### src/rtl/lsu_pkg.sv
// Shared types and constants for the load/store unit: FSM states, RISC-V
// width codes and request-legality helpers.
package lsu_pkg;

  localparam int WORD_SIZE_DEF = 32;
  localparam int MEM_SIZE_DEF  = 1024;

  typedef enum logic [2:0] {
    ST_IDLE    = 3'd0,
    ST_RD_EN   = 3'd1,
    ST_RD_WAIT = 3'd2,
    ST_WR_EN   = 3'd3,
    ST_RESP    = 3'd4
  } lsu_state_e;

  localparam logic [2:0] F3_B  = 3'b000;
  localparam logic [2:0] F3_H  = 3'b001;
  localparam logic [2:0] F3_W  = 3'b010;
  localparam logic [2:0] F3_BU = 3'b100;
  localparam logic [2:0] F3_HU = 3'b101;

  // Unsigned widths exist only for loads; stores with them are rejected.
  function automatic logic f3_illegal(input logic [2:0] f3, input logic we);
    logic bad;
    case (f3)
      F3_B, F3_H, F3_W: bad = 1'b0;
      F3_BU, F3_HU:     bad = we;
      default:          bad = 1'b1;
    endcase
    return bad;
  endfunction

  function automatic logic f3_misaligned(input logic [2:0] f3, input logic [1:0] lane);
    logic bad;
    case (f3)
      F3_H, F3_HU: bad = lane[0];
      F3_W:        bad = (lane != 2'b00);
      default:     bad = 1'b0;
    endcase
    return bad;
  endfunction

endpackage

### src/rtl/lsu_align.sv
// Lane extraction with sign/zero extension for loads, and read-modify-write
// merge of byte/halfword store data into a fetched word.
module lsu_align
  import lsu_pkg::*;
(
  input  logic [2:0]  funct3_i,
  input  logic [1:0]  lane_i,
  input  logic [31:0] word_i,
  input  logic [31:0] wdata_i,
  output logic [31:0] load_data_o,
  output logic [31:0] merged_o
);

  logic [7:0]  byte_s;
  logic [15:0] half_s;
  logic [4:0]  shamt_s;

  assign shamt_s = {lane_i, 3'b000};
  assign half_s  = lane_i[1] ? word_i[31:16] : word_i[15:0];

  // Select the addressed byte lane (little-endian).
  always_comb begin
    byte_s = 8'h00;
    case (lane_i)
      2'd0:    byte_s = word_i[7:0];
      2'd1:    byte_s = word_i[15:8];
      2'd2:    byte_s = word_i[23:16];
      2'd3:    byte_s = word_i[31:24];
      default: byte_s = 8'h00;
    endcase
  end

  // Extend loaded data and build the merged store word.
  always_comb begin
    load_data_o = 32'h0000_0000;
    merged_o    = word_i;
    case (funct3_i)
      F3_B: begin
        load_data_o = {{24{byte_s[7]}}, byte_s};
        merged_o    = (word_i & ~(32'h0000_00FF << shamt_s))
                    | ({24'h00_0000, wdata_i[7:0]} << shamt_s);
      end
      F3_H: begin
        load_data_o = {{16{half_s[15]}}, half_s};
        merged_o    = (word_i & ~(32'h0000_FFFF << shamt_s))
                    | ({16'h0000, wdata_i[15:0]} << shamt_s);
      end
      F3_W: begin
        load_data_o = word_i;
        merged_o    = wdata_i;
      end
      F3_BU: begin
        load_data_o = {24'h00_0000, byte_s};
        merged_o    = word_i;
      end
      F3_HU: begin
        load_data_o = {16'h0000, half_s};
        merged_o    = word_i;
      end
      default: begin
        load_data_o = 32'h0000_0000;
        merged_o    = word_i;
      end
    endcase
  end

endmodule

### src/rtl/load_store_unit.sv
// Single-outstanding load/store unit in front of a strobe-triggered word
// memory; B/H stores are done as read-modify-write so the memory only sees whole words.
module load_store_unit
  import lsu_pkg::*;
#(
  parameter int WORD_SIZE = WORD_SIZE_DEF,
  parameter int MEM_SIZE  = MEM_SIZE_DEF
) (
  input  logic                 clk_i,
  input  logic                 rst_ni,
  input  logic                 req_valid_i,
  output logic                 req_ready_o,
  input  logic                 req_we_i,
  input  logic [2:0]           req_funct3_i,
  input  logic [WORD_SIZE-1:0] req_base_i,
  input  logic [WORD_SIZE-1:0] req_offset_i,
  input  logic [WORD_SIZE-1:0] req_wdata_i,
  output logic                 resp_valid_o,
  output logic [WORD_SIZE-1:0] resp_rdata_o,
  output logic                 resp_err_o,
  output logic                 en_mem_o,
  output logic                 mem_read_o,
  output logic                 mem_write_o,
  output logic [WORD_SIZE-1:0] mem_addr_base_o,
  output logic [WORD_SIZE-1:0] mem_addr_offset_o,
  output logic [WORD_SIZE-1:0] mem_val_o,
  input  logic [WORD_SIZE-1:0] mem_val_i
);

  localparam logic [WORD_SIZE-1:0] MEM_LIMIT = WORD_SIZE'(MEM_SIZE);
  localparam logic [WORD_SIZE-1:0] ZERO_W    = {WORD_SIZE{1'b0}};

  lsu_state_e state_q, state_d;
  logic [WORD_SIZE-1:0] addr_q, addr_d;
  logic [1:0]           lane_q, lane_d;
  logic [2:0]           f3_q, f3_d;
  logic                 we_q, we_d;
  logic [WORD_SIZE-1:0] wdata_q, wdata_d;
  logic [WORD_SIZE-1:0] mem_val_q, mem_val_d;
  logic                 en_q, en_d;
  logic                 rd_q, rd_d;
  logic                 wr_q, wr_d;
  logic                 ready_q, ready_d;
  logic                 resp_valid_q, resp_valid_d;
  logic                 resp_err_q, resp_err_d;
  logic [WORD_SIZE-1:0] resp_rdata_q, resp_rdata_d;

  logic [WORD_SIZE-1:0] ea_s;
  logic [WORD_SIZE-1:0] widx_s;
  logic                 req_err_s;
  logic                 accept_s;
  logic [31:0]          load_data_s;
  logic [31:0]          merged_s;

  assign ea_s      = req_base_i + req_offset_i;
  assign widx_s    = {2'b00, ea_s[WORD_SIZE-1:2]};
  assign req_err_s = f3_illegal(req_funct3_i, req_we_i)
                   | f3_misaligned(req_funct3_i, ea_s[1:0])
                   | (widx_s >= MEM_LIMIT);
  assign accept_s  = req_valid_i & ready_q;

  lsu_align u_align (
    .funct3_i    (f3_q),
    .lane_i      (lane_q),
    .word_i      (mem_val_i),
    .wdata_i     (wdata_q),
    .load_data_o (load_data_s),
    .merged_o    (merged_s)
  );

  // Next-state and next-output computation; outputs follow the next state so they are registered.
  always_comb begin
    state_d      = state_q;
    addr_d       = addr_q;
    lane_d       = lane_q;
    f3_d         = f3_q;
    we_d         = we_q;
    wdata_d      = wdata_q;
    mem_val_d    = mem_val_q;
    resp_err_d   = 1'b0;
    resp_rdata_d = ZERO_W;
    case (state_q)
      ST_IDLE: begin
        if (accept_s) begin
          addr_d    = widx_s;
          lane_d    = ea_s[1:0];
          f3_d      = req_funct3_i;
          we_d      = req_we_i;
          wdata_d   = req_wdata_i;
          mem_val_d = (req_we_i && (req_funct3_i == F3_W)) ? req_wdata_i : ZERO_W;
          if (req_err_s) begin
            resp_err_d = 1'b1;
            state_d    = ST_RESP;
          end else if (req_we_i && (req_funct3_i == F3_W)) begin
            state_d = ST_WR_EN;
          end else begin
            state_d = ST_RD_EN;
          end
        end else begin
          state_d = ST_IDLE;
        end
      end
      ST_RD_EN:   state_d = ST_RD_WAIT;
      ST_RD_WAIT: begin
        if (we_q) begin
          mem_val_d = merged_s;
          state_d   = ST_WR_EN;
        end else begin
          resp_rdata_d = load_data_s;
          state_d      = ST_RESP;
        end
      end
      ST_WR_EN:   state_d = ST_RESP;
      ST_RESP:    state_d = ST_IDLE;
      default:    state_d = ST_IDLE;
    endcase

    en_d         = (state_d == ST_RD_EN) || (state_d == ST_WR_EN);
    rd_d         = (state_d == ST_RD_EN);
    wr_d         = (state_d == ST_WR_EN);
    ready_d      = (state_d == ST_IDLE);
    resp_valid_d = (state_d == ST_RESP);
  end

  // State and output registers; reset aborts any access in flight.
  always_ff @(posedge clk_i or negedge rst_ni) begin
    if (!rst_ni) begin
      state_q      <= ST_IDLE;
      addr_q       <= ZERO_W;
      lane_q       <= 2'b00;
      f3_q         <= 3'b000;
      we_q         <= 1'b0;
      wdata_q      <= ZERO_W;
      mem_val_q    <= ZERO_W;
      en_q         <= 1'b0;
      rd_q         <= 1'b0;
      wr_q         <= 1'b0;
      ready_q      <= 1'b1;
      resp_valid_q <= 1'b0;
      resp_err_q   <= 1'b0;
      resp_rdata_q <= ZERO_W;
    end else begin
      state_q      <= state_d;
      addr_q       <= addr_d;
      lane_q       <= lane_d;
      f3_q         <= f3_d;
      we_q         <= we_d;
      wdata_q      <= wdata_d;
      mem_val_q    <= mem_val_d;
      en_q         <= en_d;
      rd_q         <= rd_d;
      wr_q         <= wr_d;
      ready_q      <= ready_d;
      resp_valid_q <= resp_valid_d;
      resp_err_q   <= resp_err_d;
      resp_rdata_q <= resp_rdata_d;
    end
  end

  assign req_ready_o       = ready_q;
  assign resp_valid_o      = resp_valid_q;
  assign resp_err_o        = resp_err_q;
  assign resp_rdata_o      = resp_rdata_q;
  assign en_mem_o          = en_q;
  assign mem_read_o        = rd_q;
  assign mem_write_o       = wr_q;
  assign mem_addr_base_o   = addr_q;
  assign mem_addr_offset_o = ZERO_W;
  assign mem_val_o         = mem_val_q;

endmodule
### config.mk
export PLATFORM = sky130hd
export DESIGN_NAME = load_store_unit
export DESIGN_NICKNAME = d
export VERILOG_FILES = /design/src/rtl/lsu_pkg.sv /design/src/rtl/lsu_align.sv /design/src/rtl/load_store_unit.sv
export SDC_FILE = /design/constraint.sdc
export NUM_CORES = 1
export LEC_CHECK = 0
export BUFFER_PORTS_ARGS = -buffer_cell sky130_fd_sc_hd__clkbuf_2
export CORE_UTILIZATION = 48
export CTS_CLUSTER_DIAMETER = 80
export DETAILED_ROUTE_END_ITERATION = 7
export GPL_TIMING_DRIVEN = 0
export PLACE_DENSITY = 0.82
export SLEW_MARGIN = 20
export SYNTH_ARGS = -nofsm -noshare
export SYNTH_HDL_FRONTEND = slang
export SYNTH_HIERARCHICAL = 1
export SYNTH_SLANG_ARGS = --single-unit
### constraint.sdc
create_clock -name clk_i -period 2.15 [get_ports clk_i]
set_input_delay 0.1075 -clock clk_i [delete_from_list [all_inputs] [get_ports clk_i]]
set_output_delay 0.1075 -clock clk_i [all_outputs]
set_load 0.05 [all_outputs]
* After elaboration in Yosys (flattened, before gate mapping)
Index checks and enable logic that the tools add are counted.
** Storage, ports and cells
- Bits in registers :: 141
- Bits in latches :: 0
- Memory bits (writable) :: 0
- Memories :: 0
- Input bits :: 135
- Word-level logic and storage cells :: 82
- Memory bits (read-only) :: 0
** Operators by class
- Add/sub/neg operators :: 1
- Divide/modulo/power cells :: 0
- $lt $le $gt $ge :: 1
- Equality and inequality tests :: 19
- Mux-type cells :: 20
- Reductions and logical operators :: 14
- Bitwise logic cells :: 9
- Multiply operators :: 0
- Shift-type cells :: 4
** Operators with widths (number)
- 2-to-1 mux 32 bit :: 5
- case mux 32 bit (5 select lines) :: 1
- case mux 32 bit (3 select lines) :: 1
- AND 32 bit :: 2
- NOT 32 bit :: 2
- bitwise OR 32 bit :: 2
- case mux 32 bit (2 select lines) :: 1
- adder 32 bit :: 1
- case mux 8 bit (4 select lines) :: 1
- << shifter 16 x 5 -> 32 bit :: 1
- << shifter 16 x 5 -> 32 bit, first input constant :: 1
- << shifter 8 x 5 -> 32 bit :: 1
- << shifter 8 x 5 -> 32 bit, first input constant :: 1
- greater-or-equal comparator 30 x 11 -> 1 bit, second input constant :: 1
- 2-to-1 mux 16 bit :: 1
- equality test 3 x 2 -> 1 bit, second input constant :: 5
- equality test 3 bit, second input constant :: 5
- equality test 3 x 1 -> 1 bit, second input constant :: 4
- logical NOT 3 bit :: 4
- case mux 3 bit (4 select lines) :: 1
- 2-to-1 mux 3 bit :: 3
- equality test 2 bit, second input constant :: 2
- != test 2 bit, second input constant :: 2
- case mux 1 bit (2 select lines) :: 2
- other kinds (13) :: 18

* Longest topological paths before layout
- Word-level depth :: 10
- Depth in mapped cells :: 13

* By module
Netlist, hierarchy kept.
** Modules (own cells, without submodules)
- load_store_unit :: times used 1, area each 7449.6 um^2, cells each 819
- lsu_align :: times used 1, area each 1883.1 um^2, cells each 262

* Worst setup path after synthesis
No wires, ideal clock.
- Path kind :: input to register
- From :: input port req_base_i[9]
- To :: register resp_valid_q, in the netlist resp_valid_o
- Path buffers :: 1
- Path slack :: -883 ps
- Stages :: 12
- Setup time :: 124 ps
- Required time :: 2026 ps
- Arrival time :: 2909 ps
- Cell sequence :: ha_1 clkbuf_1 nand3_1 o2bb2ai_2 a311oi_2 or4_1 o211ai_1 xor2_1 or4_4 nor4_4 a21oi_2 or2_1
** Between the ends
- Word-level cells in the longest chain between the ends :: 7
** RTL lines
- from (decl) :: line load_store_unit.sv:15 : input logic [WORD_SIZE-1:0] req_base_i,
- adder 32 bit :: line load_store_unit.sv:55 : assign ea_s = req_base_i + req_offset_i;
- greater-or-equal comparator 30 x 11 -> 1 bit :: line load_store_unit.sv:59 : | (widx_s >= MEM_LIMIT);
- bitwise OR 1 bit :: line load_store_unit.sv:59
- 2-to-1 mux 3 bit :: line load_store_unit.sv:91 : if (req_err_s) begin
- 2-to-1 mux 3 bit :: line load_store_unit.sv:84 : if (accept_s) begin
- case mux 3 bit (4 select lines) :: line load_store_unit.sv:82 : case (state_q)
- equality test 3 bit :: line load_store_unit.sv:122 : resp_valid_d = (state_d == ST_RESP);
- net resp_valid_d :: line load_store_unit.sv:44 : logic resp_valid_q, resp_valid_d;
- to (signal assigned) :: line load_store_unit.sv:154 : resp_valid_q <= resp_valid_d;
- to (decl) :: line load_store_unit.sv:44
The timed path passes the listed nets, and every way through them passes these cells.
A chain may end at the register's enable or synchronous reset.

* Worst setup path in the final report
- From :: input port req_base_i[10]
- To :: register rd_q, in the netlist mem_read_o
** Between the ends
- Word-level cells in the longest chain between the ends :: 7
** RTL lines
- adder 32 bit :: line load_store_unit.sv:55
- greater-or-equal comparator 30 x 11 -> 1 bit :: line load_store_unit.sv:59
- bitwise OR 1 bit :: line load_store_unit.sv:59
- 2-to-1 mux 3 bit :: line load_store_unit.sv:91
- 2-to-1 mux 3 bit :: line load_store_unit.sv:84
- case mux 3 bit (4 select lines) :: line load_store_unit.sv:82
- equality test 3 x 1 -> 1 bit :: line load_store_unit.sv:119 : rd_d = (state_d == ST_RD_EN);
- net rd_d :: line load_store_unit.sv:41 : logic rd_q, rd_d;
- to (signal assigned) :: line load_store_unit.sv:151 : rd_q <= rd_d;
- to (decl) :: line load_store_unit.sv:41
The timed path passes the listed nets, and every way through them passes these cells.

==> impl.org <==
** Global routing
- For this run, the total global-route usage over all layers was measured as approximately 31%.
- First-pass GRT wire length :: 48000 um
- The number of global-route vias before repair is 9374.
- Global routing finished with a remaining overflow of 0.
- Initial antenna violation count :: 0
- Entering global routing, the biggest net connects 87 pins.

** Placement
- Gp weighted congestion :: 0.986
- The wire-length estimate of the detail-placed layout is 22500 um.
- Dpl ws :: -1.20 ns
- The count of buffers added on input and output ports is 234.

** Floorplanning
- Row generation in the floorplan step produced 50 rows.
- During I/O placement, the number of pins put on the boundary was around 270.
- The die is 141 um tall.
- Placeable core region :: 18900 sq um
- Starting Density :: 49.4%
- Die Outline Area :: about 20000 sq um
- The floorplan step set the die width to approximately 140 um.

** Yosys
- Cell area after synthesis :: 9330 sq um
- Post-synth cell types :: 86
- In the synthesized netlist the dominant register cell turns out to be sky130_fd_sc_hd__dfrtp_1.
- For this run, the number of Yosys warnings is 6.
- Count of state elements after synthesis :: between 100 and 150
- Number of enable flip-flop cells after synthesis :: 0
- Sequential cells were found to cover between 30 and 40% of the synthesized design area.
- In the synthesized netlist the async set-or-reset flop fraction comes to 100%.
- Syn avg cell area :: 8.63 sq um
- Synthesis produced a netlist whose cell count is 1081.

** Power
- Dividing total power by cell area gives a power density of 891 nW/um^2.
- For this design the static power due to leakage is 0.00628 uW.
- Across the VDD grid, the largest voltage drop is 0.630 mV.

** Cells and area
- Number of nets in the layout :: 1614
- Most used cells in the layout excluding fill and tap cells :: 243 x sky130_fd_sc_hd__clkbuf_2, 219 x sky130_fd_sc_hd__nand2_1, 137 x sky130_fd_sc_hd__dfrtp_1
- Signed area change from the synthesized netlist to the final layout :: 38.8%
- Fraction of final layout cells with drive strength greater than 1 :: approximately a third
- Most frequent standard cell in the layout excluding fill and tap cells :: sky130_fd_sc_hd__clkbuf_2

** Status
- The final reports fail on negative setup slack.
- Status :: finished, violations left

** Route
- Before antenna repair, the detailed router went through 5 iterations.
- After the first detailed-routing iteration, the DRC count stood at 893.
- The final layout contains routed wiring with a total length of 32200 um.
- The detailed router placed 10001 vias in this run.
- The detail route stage leaves a number of antenna-violating nets equal to 0.
- After detailed routing, the number of remaining DRC violations is 0.
- Vias per Instance :: 5.82
- Wire length per cell after detailed routing :: about 19 um

** Timing
- Number of max-slew violations in the final report :: 0
- Setup repair after global routing missed its margin :: true
- Across all setup checks in the final design, the least slack found is -0.646 ns.
- Setup violations remaining at the end of the flow were counted as 10.
- Max Fclk :: 358 MHz
- Shortest clock period the worst path allows after layout :: 2.80 ns
- Share of the clock period used by the worst path :: 130%
- Setup skew after layout :: ~0.012 ns
- At the pin with the least slew margin, the transition time is 0.761 ns.
- Worst slew margin relative to its limit :: 48.0%
- Hold Vio Cnt, Final :: 0
- Accumulated negative setup slack :: -4.63 ns

** Critical path
- Worst R2R Setup Slack :: -0.02 ns
- STA classifies the critical path startpoint as an input port.
- In this run the worst path has a maximum fanout of 7.
- Endpoint required time on the critical path :: 2.51 ns
- The worst setup path is of the in2reg kind.
- Worst Path Arrival :: 3.16 ns
- Kind of capture point of the worst setup path :: flip-flop

** Clock tree
- Clock insertion delay at the later pin of the skew report :: 0.43 ns
- Num CTS Buffers :: 17
- Sinks on the clock net :: 141
- TritonCTS clock tree :: built
- Clock-pin slew was measured on the worst setup and hold paths at 0.06 ns.
- In this run the clock root is driven by a sky130_fd_sc_hd__clkbuf_16.
- Max H-tree Level :: 4
- Counting along the longest clock path gives a buffer depth of 2.

** Job
- Max-cap violation count :: 0

** Worst hold path
- Worst hold-check path type :: in2reg
[worst max-delay path, stage by stage]
cell                       delay [ns]
sky130_fd_sc_hd__clkbuf_2        0.08
sky130_fd_sc_hd__ha_1            0.28
sky130_fd_sc_hd__buf_6           0.13
sky130_fd_sc_hd__nand3_1         0.12
sky130_fd_sc_hd__a21boi_2        0.22
sky130_fd_sc_hd__a311oi_4        0.08
sky130_fd_sc_hd__or4_1           0.52
sky130_fd_sc_hd__o211ai_1        0.16
sky130_fd_sc_hd__xor2_1          0.14
sky130_fd_sc_hd__or4_4           0.51
sky130_fd_sc_hd__nor4_4          0.38
sky130_fd_sc_hd__nand3_2         0.16
sky130_fd_sc_hd__and3b_1         0.24
[metrics by stage]
stage / utilization, % / hold slack, ns / cell area, sq um / cells / total power, uW
3_5_place_dp: 58.5 / 0.0909 / 11000 / 1609 / 8100
4_1_cts: 65.6 / 0.0367 / 12400 / 1696 / 11100
2_1_floorplan: - / -0.188 / 9500 / 1114 / 6840
5_1_grt: 68.5 / 0.0428 / 12900 / 1716 / 12100
6_report: 68.6 / 0.0370 / 13000 / 1717 / 11500
3_3_place_gp: 58.2 / 0.318 / 11000 / 1608 / 8010
[cell families after synthesis]
logic type	Yosys count	share of synthesized area (%)
muxes	12	1.42
xor gates and xnor gates	26	2.44
and+or+nand+nor	434	22.8
buffers and inverters	114	6.86
adders and majority gates	36	4.91
DFF	141	37.8
other	1	0.0402
AOI/OAI and AO/OA	317	23.7
[flip-flops by register name, summed over array words and instances (netlist names), 2 cells and up]
signal / cells
mem_val_o: 32
resp_rdata_o: 32
wdata_q: 32
mem_addr_base_o: 30
f3_q: 3
state_q: 3
lane_q: 2
[power by group]
part / leakage, uW / total [uW] / switching (uW) / internal, uW
registers: 0.00178 / 3520 / 408 / 3120
clock network: 0.000251 / 2720 / 1180 / 1540
logic: 0.00424 / 5300 / 3430 / 1860
[routing by layer]
layer	vias to the layer above	wire length, um	track usage, %
li1	4532	-	-
met1	4696	12500	38.4
met2	651	15400	50.8
met3	122	2760	6.38
met4	0	1550	17.2
met5	-	0	0
[layout make-up]
type | instances | area (sq um)
fill | 1458 | 5940
tap | 260 | 325
buffer | 89 | 614
clock inverter | 12 | 90.1
clock buffer | 20 | 457
sequential | 141 | 3530
multi-input combinational | 859 | 5900
antenna | 1 | 2.50
inverter | 19 | 77.6
timing repair buffer | 316 | 1950
[what timing repair did]
| item | CTS | global route |
|---|---|---|
| setup endpoints to repair | 116 | 102 |
| buffers inserted | 21 | 22 |
| hold endpoints to repair | 93 | 0 |
| pin swaps | 32 | 30 |
| hold buffers | 37 | 0 |
| cloned | 0 | 1 |
| gates resized for setup | 65 | 74 |
[Yosys cell counts, types with 13 or more instances]
master | instances | share of area [%]
sky130_fd_sc_hd__a22oi_1 | 39 | 3.1
sky130_fd_sc_hd__and3b_1 | 17 | 1.6
sky130_fd_sc_hd__dfrtp_1 | 140 | 38
sky130_fd_sc_hd__a221o_1 | 24 | 2.6
sky130_fd_sc_hd__clkbuf_1 | 38 | 1.5
sky130_fd_sc_hd__o211ai_1 | 13 | 1.0
sky130_fd_sc_hd__nand2_1 | 220 | 8.8
sky130_fd_sc_hd__a31oi_1 | 21 | 1.4
sky130_fd_sc_hd__o21ai_0 | 46 | 2.5
sky130_fd_sc_hd__inv_1 | 19 | 0.76
sky130_fd_sc_hd__a21o_1 | 17 | 1.4
sky130_fd_sc_hd__a21oi_1 | 74 | 4.0
sky130_fd_sc_hd__and2_1 | 42 | 2.8
sky130_fd_sc_hd__nor2_1 | 68 | 2.7
sky130_fd_sc_hd__xor2_1 | 14 | 1.3
sky130_fd_sc_hd__ha_1 | 35 | 4.7
sky130_fd_sc_hd__nor2b_1 | 21 | 1.4
sky130_fd_sc_hd__buf_4 | 38 | 3.1
[worst paths after layout]
check / start / endpoint / depth (start not counted)
max: req_base_i[10] / mem_read_o / 13
min: req_valid_i / req_ready_o / 3
max reg2reg: req_ready_o / mem_val_o[8] / 6
min reg2reg: wdata_q[24] / wdata_q[24] / 2
max in group asynchronous: rst_ni / lane_q[1] / 3
min in group asynchronous: rst_ni / mem_val_o[14] / 2
No activity file was read; power rests on OpenSTA's default activity.
